## config.mk

```make
export PLATFORM = sky130hd
export DESIGN_NAME = ram_initiator
export DESIGN_NICKNAME = d
export VERILOG_FILES = /design/src/rtl/bster_pkg.sv /design/src/rtl/ram_initiator_rsp_fifo.sv /design/src/rtl/ram_initiator.sv
export SDC_FILE = /design/constraint.sdc
export NUM_CORES = 1
export LEC_CHECK = 0
export BUFFER_PORTS_ARGS = -buffer_cell sky130_fd_sc_hd__clkbuf_2
export CORE_MARGIN = 2
export CORE_UTILIZATION = 35
export DETAILED_ROUTE_END_ITERATION = 12
export HOLD_SLACK_MARGIN = 0.12
export SYNTH_ARGS = -nofsm -noshare
export SYNTH_HDL_FRONTEND = slang
export SYNTH_SLANG_ARGS = --single-unit
```

## constraint.sdc

```tcl
create_clock -name clk -period 3.8 [get_ports clk]
set_clock_uncertainty 0.1 [all_clocks]
set_input_delay 0.19 -clock clk [delete_from_list [all_inputs] [get_ports clk]]
set_output_delay 0.19 -clock clk [all_outputs]
set_load 0.02 [all_outputs]
```

## src/rtl/bster_pkg.sv

```systemverilog
// Shared types and default widths for the RAM initiator.
package bster_pkg;

  localparam int ADDR_W_DEF = 2;
  localparam int DATA_W_DEF = 8;

  // INIT clears the RAM; RUN serves write and read requests.
  typedef enum logic {
    ST_INIT = 1'b0,
    ST_RUN  = 1'b1
  } state_t;

endpackage

```

## src/rtl/ram_initiator_rsp_fifo.sv

```systemverilog
// Two-entry response FIFO holding read data until the consumer accepts it.
module rsp_fifo
  import bster_pkg::*;
#(
  parameter int DATA_W = DATA_W_DEF
) (
  input  logic              clk,
  input  logic              rst_n,
  input  logic              push,
  input  logic [DATA_W-1:0] push_data,
  input  logic              pop,
  output logic              valid,
  output logic [DATA_W-1:0] head,
  output logic [1:0]        count
);

  logic [DATA_W-1:0] mem [2];
  logic              wr_ptr;
  logic              rd_ptr;

  // Pointers and occupancy; one-bit pointers wrap modulo 2 by construction.
  always_ff @(posedge clk) begin
    if (!rst_n) begin
      wr_ptr <= 1'b0;
      rd_ptr <= 1'b0;
      count  <= 2'd0;
    end else begin
      if (push) wr_ptr <= ~wr_ptr;
      if (pop)  rd_ptr <= ~rd_ptr;
      case ({push, pop})
        2'b10:   count <= count + 2'd1;
        2'b01:   count <= count - 2'd1;
        default: count <= count;
      endcase
    end
  end

  // Storage carries no reset; occupancy alone decides what is meaningful.
  always_ff @(posedge clk) begin
    if (push) mem[wr_ptr] <= push_data;
  end

  assign valid = (count != 2'd0);
  assign head  = mem[rd_ptr];

endmodule

```

## src/rtl/ram_initiator.sv

```systemverilog
// RAM initiator: clears the RAM after reset, then arbitrates write and read
// requests onto the RAM ports and returns read data in request order.
module ram_initiator
  import bster_pkg::*;
#(
  parameter int ADDR_W = ADDR_W_DEF,
  parameter int DATA_W = DATA_W_DEF
) (
  input  logic              clk,
  input  logic              rst_n,
  input  logic              wr_valid,
  output logic              wr_ready,
  input  logic [ADDR_W-1:0] wr_addr,
  input  logic [DATA_W-1:0] wr_data,
  input  logic              rd_valid,
  output logic              rd_ready,
  input  logic [ADDR_W-1:0] rd_addr,
  output logic              rsp_valid,
  input  logic              rsp_ready,
  output logic [DATA_W-1:0] rsp_data,
  output logic              ram_wr_en,
  output logic [ADDR_W-1:0] ram_addr_in,
  output logic [DATA_W-1:0] ram_data_in,
  output logic              ram_rd_en,
  output logic [ADDR_W-1:0] ram_addr_out,
  input  logic [DATA_W-1:0] ram_data_out,
  output logic              init_done
);

  localparam logic [ADDR_W-1:0] SWEEP_LAST = '1;

  state_t            state;
  logic [ADDR_W-1:0] sweep;
  logic              run;
  logic              wr_fire;
  logic              rd_fire_p0;
  logic              vld_p1;
  logic              pop;
  logic [1:0]        fifo_count;
  logic [1:0]        occ;

  // FSM: sweep every address once with zeros, then stay in RUN until reset.
  always_ff @(posedge clk) begin
    if (!rst_n) begin
      state     <= ST_INIT;
      sweep     <= '0;
      init_done <= 1'b0;
    end else begin
      case (state)
        ST_INIT: begin
          sweep <= sweep + ADDR_W'(1);
          if (sweep == SWEEP_LAST) begin
            state     <= ST_RUN;
            init_done <= 1'b1;
          end
        end
        default: state <= ST_RUN;
      endcase
    end
  end

  assign run = (state == ST_RUN);

  // Write path: the sweep owns the write port in INIT, requests own it in RUN.
  assign wr_ready    = run;
  assign wr_fire     = wr_valid & run;
  assign ram_wr_en   = run ? wr_fire : 1'b1;
  assign ram_addr_in = run ? wr_addr : sweep;
  assign ram_data_in = run ? wr_data : '0;

  // Read admission: in-flight plus buffered responses may never exceed two.
  // A response leaving this cycle frees its slot at once, which is what lets
  // a steady stream run at one read per cycle.
  assign pop          = rsp_valid & rsp_ready;
  assign occ          = fifo_count + {1'b0, vld_p1};
  assign rd_ready     = run & ((occ < 2'd2) | pop);
  assign rd_fire_p0   = rd_valid & rd_ready;
  assign ram_rd_en    = rd_fire_p0;
  assign ram_addr_out = rd_addr;

  // ---- stage p0 -> p1: RAM read in progress, data registered by the RAM ----
  always_ff @(posedge clk) begin
    if (!rst_n) vld_p1 <= 1'b0;
    else        vld_p1 <= rd_fire_p0;
  end

  // ---- stage p1 -> p2: RAM data captured into the response FIFO ----
  rsp_fifo #(
    .DATA_W (DATA_W)
  ) u_rsp_fifo (
    .clk       (clk),
    .rst_n     (rst_n),
    .push      (vld_p1),
    .push_data (ram_data_out),
    .pop       (pop),
    .valid     (rsp_valid),
    .head      (rsp_data),
    .count     (fifo_count)
  );

endmodule

```

==> results of run 1 <==
[final cells by class]
type | count | area, sq um | area share [%]
clock inverters | 1 | 30.0 | 1.98
well taps | 44 | 55.1 | 3.63
repair buffers | 56 | 330 | 21.8
flip-flops and latches | 26 | 681 | 44.9
inverters | 1 | 3.75 | 0.248
multi-input cells | 50 | 393 | 25.9
clock buffers | 3 | 22.5 | 1.49
[cells in the mapped netlist]
cell      number  area, sq um
dfxtp_1       10          200
ha_1           2         25.0
nand2b_1       1         6.26
buf_4          2         15.0
a21boi_1       1         7.51
buf_2          1         5.00
or3_1          1         6.26
mux2i_1        1         10.0
and2_1        11         68.8
o21ai_0        1         5.00
mux2_1         8         90.1
inv_1          1         3.75
mux2_2         2         22.5
or2_1          1         6.26
xnor2_1        4         35.0
o21a_2         1         8.76
o21a_1         3         22.5
edfxtp_1      16          480
clkbuf_1       3         11.3
nor2b_1        6         37.5
nor3b_1        1         7.51
nand3b_1       1         7.51
nand2_1        1         3.75
a21oi_1        1         5.00
nor2_1         2         7.51
a21bo_1        1         10.0
[kinds of logic (layout without fill, tap and decap cells)]
kind of cell,Yosys count,count (layout)
simple gates,25,25
mux,11,11
fa+ha+maj,2,2
buf+inv,7,61
flops,26,26
xor+xnor,4,4
compound gates,8,8
[per-stage QoR]
step	hold WS [ns]	instances	area (sq um)
floorplan	0.189	83	1110
global placement	0.280	167	1360
detailed placement	0.280	167	1360
CTS	0.184	181	1520
global route	0.242	181	1520
finish	0.190	181	1520
[cell usage in the layout, fill, tap and decap left out, types with 2 or more instances in the layout]
| cell type | count |
|---|---|
| and2_1 | 11 |
| clkbuf_2 | 46 |
| clkbuf_4 | 3 |
| dfxtp_1 | 10 |
| dlygate4sd3_1 | 10 |
| edfxtp_1 | 16 |
| ha_1 | 2 |
| mux2_1 | 8 |
| mux2_2 | 2 |
| nor2_1 | 2 |
| nor2b_1 | 6 |
| o21a_1 | 3 |
| xnor2_1 | 4 |
[layer usage]
metal  vias to the layer above  global-route usage, %
met5                         -                      0
met4                         0                   4.76
met3                         2                   3.03
met2                        40                   20.5
met1                       359                   10.8
li1                        393                      -
[power by group]
part / switching, mW / internal (mW) / total [mW]
clock: 0.0773 / 0.107 / 0.184
sequential: 0.0135 / 0.311 / 0.324
combinational: 0.0508 / 0.0519 / 0.103
total: 0.142 / 0.469 / 0.611
[final timing paths]
check,from,endpoint,slack [ns],cells past startpoint
max,wr_ready,ram_addr_in[1],1.98,2
min,rsp_ready,vld_p1,0.19,3
min reg2reg,init_done,init_done,0.38,1
max reg2reg,u_rsp_fifo.count[0],u_rsp_fifo.count[1],2.17,4
[critical path, cell delays in order, from the launching register on]
cell and delay [ns]:
dfxtp_1 0.67, mux2_2 0.39, clkbuf_2 0.15
[sequential cells by signal, indices dropped and copies added, names as in the netlist, named ones only]
register / count
init_done: 1
sweep: 2
u_rsp_fifo.count: 2
u_rsp_fifo.mem: 16
u_rsp_fifo.rd_ptr: 1
u_rsp_fifo.wr_ptr: 1
vld_p1: 1
wr_ready: 1
[what timing repair did]
item | CTS | global route
hold buffers | 10 | 0
setup endpoints to repair | 0 | 0
hold endpoints to repair | 25 | 0
setup buffers | 0 | 0
==> run_results.csv, run 1 <==
group,metric,value,unit
routing,viasPerCell,4.39,
timing,period_needed,1.82,ns
status,status,"finished, final reports clean",
routing,dr.pass1.iters,2,
worst_setup_path,startpoint_type,"flop",
timing,fmax,550,MHz
yosys,synth_xor_area_share,3.16,%
routing,wl_met2,928,microns
power_and_ir_drop,ir_drop,0.149,mV
yosys,netlist_area,0.00111,sq mm
clock_tree,clkSinkCount,26,
routing,wl_per_cell,10.4,microns
worst_setup_path,critical_path.max_fanout,18,
clock_tree,cts-resized-gates,0,
global_routing,grt_remaining_overflow,0,
routing,post-route-drc-count,0,
yosys,synth-adder-area-share,2.26,%
global_routing,first_global_vias,739,
routing,wl_met3,171,microns
floorplanning,initial_core_util,36.6,%
yosys,yosys.area_share.simple,13.7,%
floorplanning,pin_count,51,
yosys,ys_seq_area_share,61.4,%
timing,fin_ws,1.98,ns
finish,drive_above_1_share,38.7,%
clock_tree,insertion_delay,0.31,ns
routing,top_layer,"met4",
timing,setup_viol,0,
yosys,ys_types,26,
yosys,avgSynthCellArea,13.4,sq um
placement,pre_cts_slack,2.19,ns
global_routing,antenna_found_initial,0,
power_and_ir_drop,p_per_area,403,mW/mm^2
routing,met1_length,771,microns
floorplanning,die_w,60.3,microns
timing,tightest_slew,0.721,ns
worst_setup_path,crit_type,"flop to output port",
floorplanning,die_h,60.3,microns
routing,via_count,794,
power_and_ir_drop,p_leak,0.640,nW
timing,slew_viol_final,0,
timing,relSlewSlack,51.8,%
routing,ant_nets,0,
yosys,synth_mux_area_share,11.1,%
floorplanning,core,0.00303,sq mm
finish,fill_cells,282,
finish,diodes,0,
placement,portBuffers,46,
clock_tree,cts_buffers,3,
placement,dp.final_hpwl,1460,microns
worst_setup_path,end_kind,"output port",
routing,wl,1880,microns
timing,setup_tns,0,ns
timing,fin_crit_sh,47.8,%
global_routing,grt_max_degree,19,
clock_tree,clkTransAtPathRegs,0.14,ns
clock_tree,cts_root_buf,"clkbuf_4",
global_routing,grt_pass1_wl,2890,microns
yosys,synth_compound_area_share,5.30,%
finish,fin_nets,165,
hold_path,hold_path.class,"input pin to flop",
worst_setup_path,required,3.51,ns
floorplanning,placementRows,20,
yosys,synth_cells,83,
placement,gp_congestion,0.715,
yosys,ys_seq_elements,26,
yosys,ys_warn_count,0,
flow_run,maxCapViolations,0,
yosys,synth_top_family_by_area,"simple AND/OR/NAND/NOR gates",
finish,final_core_util,50.0,%
floorplanning,dieArea,0.00363,sq mm
clock_tree,cts_tree,"done",
power_and_ir_drop,finalPower,0.611,mW
timing,rsz0062_at_grt,"false",
clock_tree,cts_max_level,1,
routing,first_iter_violations,2,
finish,synthToLayoutAreaGrowth,36.7,%
clock_tree,cts_buffer_depth,2,
timing,report.final.hold_viol_count,0,
yosys,syn_nets,110,
worst_setup_path,cp_data_arrival_time,1.53,ns
global_routing,grt_usage,10.8,%
No activity file was read; power rests on OpenSTA's default activity.
==> run 2, diff against run 1 <==
- clock period: 3.8 -> 1.9 ns (I/O delays scaled with it)
==> run_results.csv, run 2 (synthesis gave the netlist of run 1 again) <==
group,metric,value,unit
status,status,"finished, final reports clean",
floorplanning,die_w,60.3,microns
finish,fin_nets,170,
timing,relSlewSlack,74.0,%
power_and_ir_drop,p_per_area,711,mW/mm^2
timing,rsz0062_at_grt,"false",
clock_tree,cts-resized-gates,0,
finish,final_core_util,50.7,%
worst_setup_path,reg2reg_to,"vld_p1",
power_and_ir_drop,p_sw,0.276,mW
worst_setup_path,cp_data_arrival_time,1.78,ns
hold_path,holdPathEnd,"u_rsp_fifo.rd_ptr",
power_and_ir_drop,p_leak,0.653,nW
finish,synthToLayoutAreaGrowth,38.4,%
global_routing,grt_pass1_wl,3110,microns
finish,largest_register_ff_count,16,
timing,slew_viol_final,0,
finish,final_cell_mix,"clkbuf_2, edfxtp_1, dlygate4sd3_1",
finish,largest-register,"u_rsp_fifo.mem",
clock_tree,clkTransAtPathRegs,0.12,ns
timing,setup_tns,0,ns
clock_tree,clkSinkCount,26,
global_routing,first_global_vias,767,
routing,via_count,820,
global_routing,grt_usage,11.8,%
worst_setup_path,critPathSlowestCell,"dlygate4sd3_1",
power_and_ir_drop,p_clk_share,20.5,%
timing,setup_viol,0,
global_routing,grt_busiest_layer,"met2",
routing,wl,1970,microns
worst_setup_path,end_kind,"flop",
flow_run,maxCapViolations,0,
routing,dr.pass1.iters,4,
floorplanning,initial_core_util,36.6,%
worst_setup_path,crit_buf_inv,1,
floorplanning,dieArea,0.00363,sq mm
power_and_ir_drop,seq_power_share,59.1,%
global_routing,use_met2,21.9,%
hold_path,hold_path.startpoint,"rsp_ready",
global_routing,use_met1,12.6,%
clock_tree,insertion_delay,0.30,ns
hold_path,whs_path_depth,4,
routing,viasPerCell,4.41,
floorplanning,placementRows,20,
clock_tree,holdBufCountCts,13,
placement,portBuffers,46,
clock_tree,cts_root_buf,"clkbuf_4",
timing,fin_crit_sh,88.6,%
floorplanning,pin_count,51,
clock_tree,post-cts-setup-buffers,0,
floorplanning,die_h,60.3,microns
power_and_ir_drop,power.internal,0.814,mW
worst_setup_path,r2r_start,"u_rsp_fifo.count[1]",
power_and_ir_drop,switching_share,25.3,%
routing,first_iter_violations,2,
worst_setup_path,required,2.00,ns
global_routing,grt_remaining_overflow,0,
worst_setup_path,crit_chain,"a21bo_1 -> a21oi_1 -> nor3b_1 -> dlygate4sd3_1",
routing,ant_nets,0,
placement,dp.final_hpwl,1470,microns
worst_setup_path,crit_type,"flop to flop",
timing,report.final.hold_viol_count,0,
worst_setup_path,startpoint_type,"flop",
worst_setup_path,reg2reg_slack,0.22,ns
routing,post-route-drc-count,0,
timing,fmax,594,MHz
floorplanning,core,0.00303,sq mm
routing,wl_per_cell,10.6,microns
clock_tree,cts_buffer_depth,2,
timing,period_needed,1.68,ns
worst_setup_path,slowest_delay,0.55,ns
clock_tree,cts_max_level,1,
timing,timing.hold.ws,0.142,ns
placement,gp_congestion,0.717,
clock_tree,cts_tree,"done",
timing,tightest_slew,0.390,ns
finish,diodes,0,
finish,top_regs,"u_rsp_fifo.mem x16, sweep x2, u_rsp_fifo.count x2",
worst_setup_path,r2r_cells,4,
clock_tree,cts_buffers,3,
global_routing,grt_max_degree,15,
global_routing,met3_usage,2.81,%
worst_setup_path,critical_path.max_fanout,6,
hold_path,hold_path.class,"input pin to flop",
global_routing,antenna_found_initial,0,
power_and_ir_drop,power_frac_comb,20.4,%
power_and_ir_drop,ir_drop,0.356,mV
finish,drive_above_1_share,38.0,%
worst_setup_path,critPathTopFamily,"buffers and inverters",
finish,final_common_cell,"clkbuf_2",
[run 2: cell types whose count changed in the layout (fill, tap and decap cells not counted)]
cell           change
clkbuf_1           +1
bufinv_16          -1
buf_4              +2
dlygate4sd3_1      +3
[run 2: area by class of cell]
cell class,count,area [sq um]
Fill cell,265,1490
Sequential cell,26,681
Multi-Input combinational cell,50,393
Timing Repair Buffer,61,375
Tap cell,44,55.1
Clock buffer,4,26.3
Inverter,1,3.75
[run 2: metal layers]
metal | vias up | wire [microns]
met3 | 2 | 162
met1 | 373 | 818
met4 | 0 | 8
met5 | - | 0
met2 | 42 | 984
li1 | 403 | -
[run 2: worst max path at each step]
| stage | startpoint | to | slack (ns) | cells past startpoint |
|---|---|---|---|---|
| 2_1_floorplan | u_rsp_fifo.count[0] | u_rsp_fifo.count[1] | 0.36 | 4 |
| 3_3_place_gp | u_rsp_fifo.count[0] | u_rsp_fifo.count[1] | 0.34 | 4 |
| 3_5_place_dp | u_rsp_fifo.count[0] | u_rsp_fifo.count[1] | 0.28 | 4 |
| 4_1_cts | u_rsp_fifo.count[1] | vld_p1 | 0.17 | 4 |
| 5_1_grt | wr_ready | vld_p1 | 0.04 | 4 |
| 6_report | u_rsp_fifo.count[1] | vld_p1 | 0.22 | 4 |
[run 2: power by group through the flow]
stage | combinational, mW | clock, mW | sequential [mW]
2_1_floorplan | 0.139 | 0 | 0.652
3_3_place_gp | 0.198 | 0 | 0.656
3_5_place_dp | 0.201 | 0 | 0.658
4_1_cts | 0.225 | 0.239 | 0.645
5_1_grt | 0.246 | 0.253 | 0.650
6_report | 0.223 | 0.223 | 0.644
[run 2: through the flow]
step	total power [mW]	setup slack [ns]	std cells	cell area, sq um
final	1.09	0.216	186	1530
after global routing	1.15	0.0374	186	1530
after CTS	1.11	0.173	186	1530
after detailed placement	0.859	0.285	169	1380
after global placement	0.855	0.341	169	1380
after floorplan	0.791	0.361	83	1110
[run 2: tightest hold or removal path: stages]
cell and delay (ns):
clkbuf_2 0.09, o21a_2 0.14, xnor2_1 0.08, nor2b_1 0.10
==> run 3, diff against run 2 <==
- CTS_CLUSTER_DIAMETER: default -> 40
- PLACE_DENSITY: default -> 0.65
- clock period: 1.9 -> 1.4 ns (I/O delays scaled with it)
==> run_results.csv, run 3 (synthesis gave the netlist of run 1 again) <==
group,metric,value,unit
status,status,"finished, violations left",
status,violations,"negative setup slack",
power_and_ir_drop,ir_drop,0.987,mV
finish,largest-register,"u_rsp_fifo.mem",
floorplanning,dieArea,0.00363,sq mm
timing,fin_ws,-0.153,ns
routing,first_iter_violations,7,
finish,fin_nets,177,
routing,post-route-drc-count,0,
routing,viasPerCell,4.28,
timing,setup_tns,-0.455,ns
finish,synthToLayoutAreaGrowth,61.2,%
worst_setup_path,critical_path.max_fanout,5,
global_routing,first_global_vias,842,
routing,wl,2270,microns
timing,rsz0062_at_grt,"true",
hold_path,whs_path_depth,4,
routing,via_count,826,
worst_setup_path,r2r_cells,4,
placement,portBuffers,46,
timing,slew_viol_final,0,
routing,dr.pass1.iters,3,
global_routing,grt_max_degree,16,
finish,drive_above_1_share,52.3,%
floorplanning,die_h,60.3,microns
global_routing,grt_usage,12.8,%
clock_tree,cts_buffers,3,
timing,period_needed,1.55,ns
routing,wl_per_cell,11.8,microns
placement,pre_cts_slack,-0.00450,ns
timing,relSlewSlack,85.6,%
worst_setup_path,r2r_start,"u_rsp_fifo.count[1]",
placement,placed_cells_incl_taps,173,
global_routing,grt_remaining_overflow,0,
clock_tree,clkTransAtPathRegs,0.13,ns
finish,final_cell_mix,"clkbuf_2, edfxtp_1, dlygate4sd3_1",
finish,top_regs,"u_rsp_fifo.mem x16, sweep x2, u_rsp_fifo.count x2",
worst_setup_path,reg2reg_slack,-0.03,ns
floorplanning,core,0.00303,sq mm
power_and_ir_drop,p_per_area,992,mW/mm^2
clock_tree,cts_tree,"done",
clock_tree,cts_buffer_depth,2,
worst_setup_path,startpoint_type,"flop",
clock_tree,insertion_delay,0.32,ns
finish,final_common_cell,"clkbuf_2",
floorplanning,initial_core_util,36.6,%
clock_tree,cts_root_buf,"clkbuf_4",
placement,gp_congestion,0.681,
clock_tree,cts_max_level,1,
power_and_ir_drop,p_leak,0.770,nW
worst_setup_path,cp_data_arrival_time,1.38,ns
flow_run,maxCapViolations,0,
worst_setup_path,crit_type,"flop to output port",
worst_setup_path,reg2reg_to,"u_rsp_fifo.count[1]",
routing,ant_nets,0,
finish,diodes,0,
hold_path,hold_path.startpoint,"rsp_ready",
placement,dp.final_hpwl,1560,microns
floorplanning,placementRows,20,
power_and_ir_drop,finalPower,1.77,mW
clock_tree,clkSinkCount,26,
hold_path,hold_path.class,"input pin to flop",
global_routing,grt_pass1_wl,3370,microns
finish,final_core_util,59.0,%
timing,fin_crit_sh,111,%
timing,setup_viol,11,
floorplanning,die_w,60.3,microns
global_routing,antenna_found_initial,0,
worst_setup_path,end_kind,"output port",
finish,largest_register_ff_count,16,
timing,tightest_slew,0.215,ns
worst_setup_path,required,1.23,ns
finish,fin_cells,193,
timing,report.final.hold_viol_count,0,
floorplanning,pin_count,51,
timing,fmax,644,MHz
[run 3: cell types whose count changed in the layout (fill, tap and decap cells not counted), sizes merged]
cell         delta
buf            +23
clkbuf         -16
dlygate4sd3     -1
bufinv          +1
[run 3: worst max path at each step]
| stage | from | end | cells past startpoint |
|---|---|---|---|
| after global routing | u_rsp_fifo.count[1] | rd_ready | 5 |
| after detailed placement | u_rsp_fifo.count[1] | u_rsp_fifo.count[1] | 5 |
| after global placement | u_rsp_fifo.count[1] | u_rsp_fifo.count[1] | 4 |
| after CTS | u_rsp_fifo.count[1] | rd_ready | 5 |
| final | u_rsp_fifo.count[1] | rd_ready | 5 |
| after floorplan | u_rsp_fifo.count[1] | u_rsp_fifo.count[1] | 4 |
[run 3: per-layer routing]
metal / routed length (microns) / vias to the layer above / track usage (%)
li1: - / 413 / -
met1: 797 / 363 / 11.2
met5: 0 / - / 0
met2: 1260 / 46 / 26.4
met3: 190 / 4 / 4.11
met4: 20 / 0 / 3.81
[run 3: repair_timing]
item / CTS / global route
pin swaps: 1 / 2
endpoints found under the hold margin: 28 / 0
cloned: 0 / 0
setup buffers: 4 / 0
gates resized for setup: 33 / 25
hold buffers: 12 / 0
setup endpoints to repair: 22 / 22
[run 3: power breakdown]
part | switching [mW] | total, mW | internal, mW
logic | 0.173 | 0.394 | 0.221
registers | 0.0299 | 0.873 | 0.843
clock network | 0.216 | 0.506 | 0.290
total | 0.419 | 1.77 | 1.35
[run 3: final cells by class]
| type | count | area [sq um] |
|---|---|---|
| flip-flops and latches | 26 | 692 |
| clock inverters | 1 | 30.0 |
| inverters | 1 | 3.75 |
| repair buffers | 68 | 537 |
| clock buffers | 3 | 22.5 |
| well taps | 44 | 55.1 |
| multi-input cells | 50 | 447 |
| fillers | 249 | 1240 |
[run 3: per-stage QoR]
stage          area [sq um]  hold slack, ns
6_report               1790           0.137
3_3_place_gp           1420          0.0402
2_1_floorplan          1120          0.0689
3_5_place_dp           1420          0.0402
5_1_grt                1790           0.147
4_1_cts                1740           0.139
[run 3: worst max-delay path, stage by stage (launching register included)]
cell      delay [ns]
dfxtp_2         0.35
buf_6           0.11
nand3b_1        0.17
a21oi_2         0.20
nor2b_1         0.07
buf_4           0.16
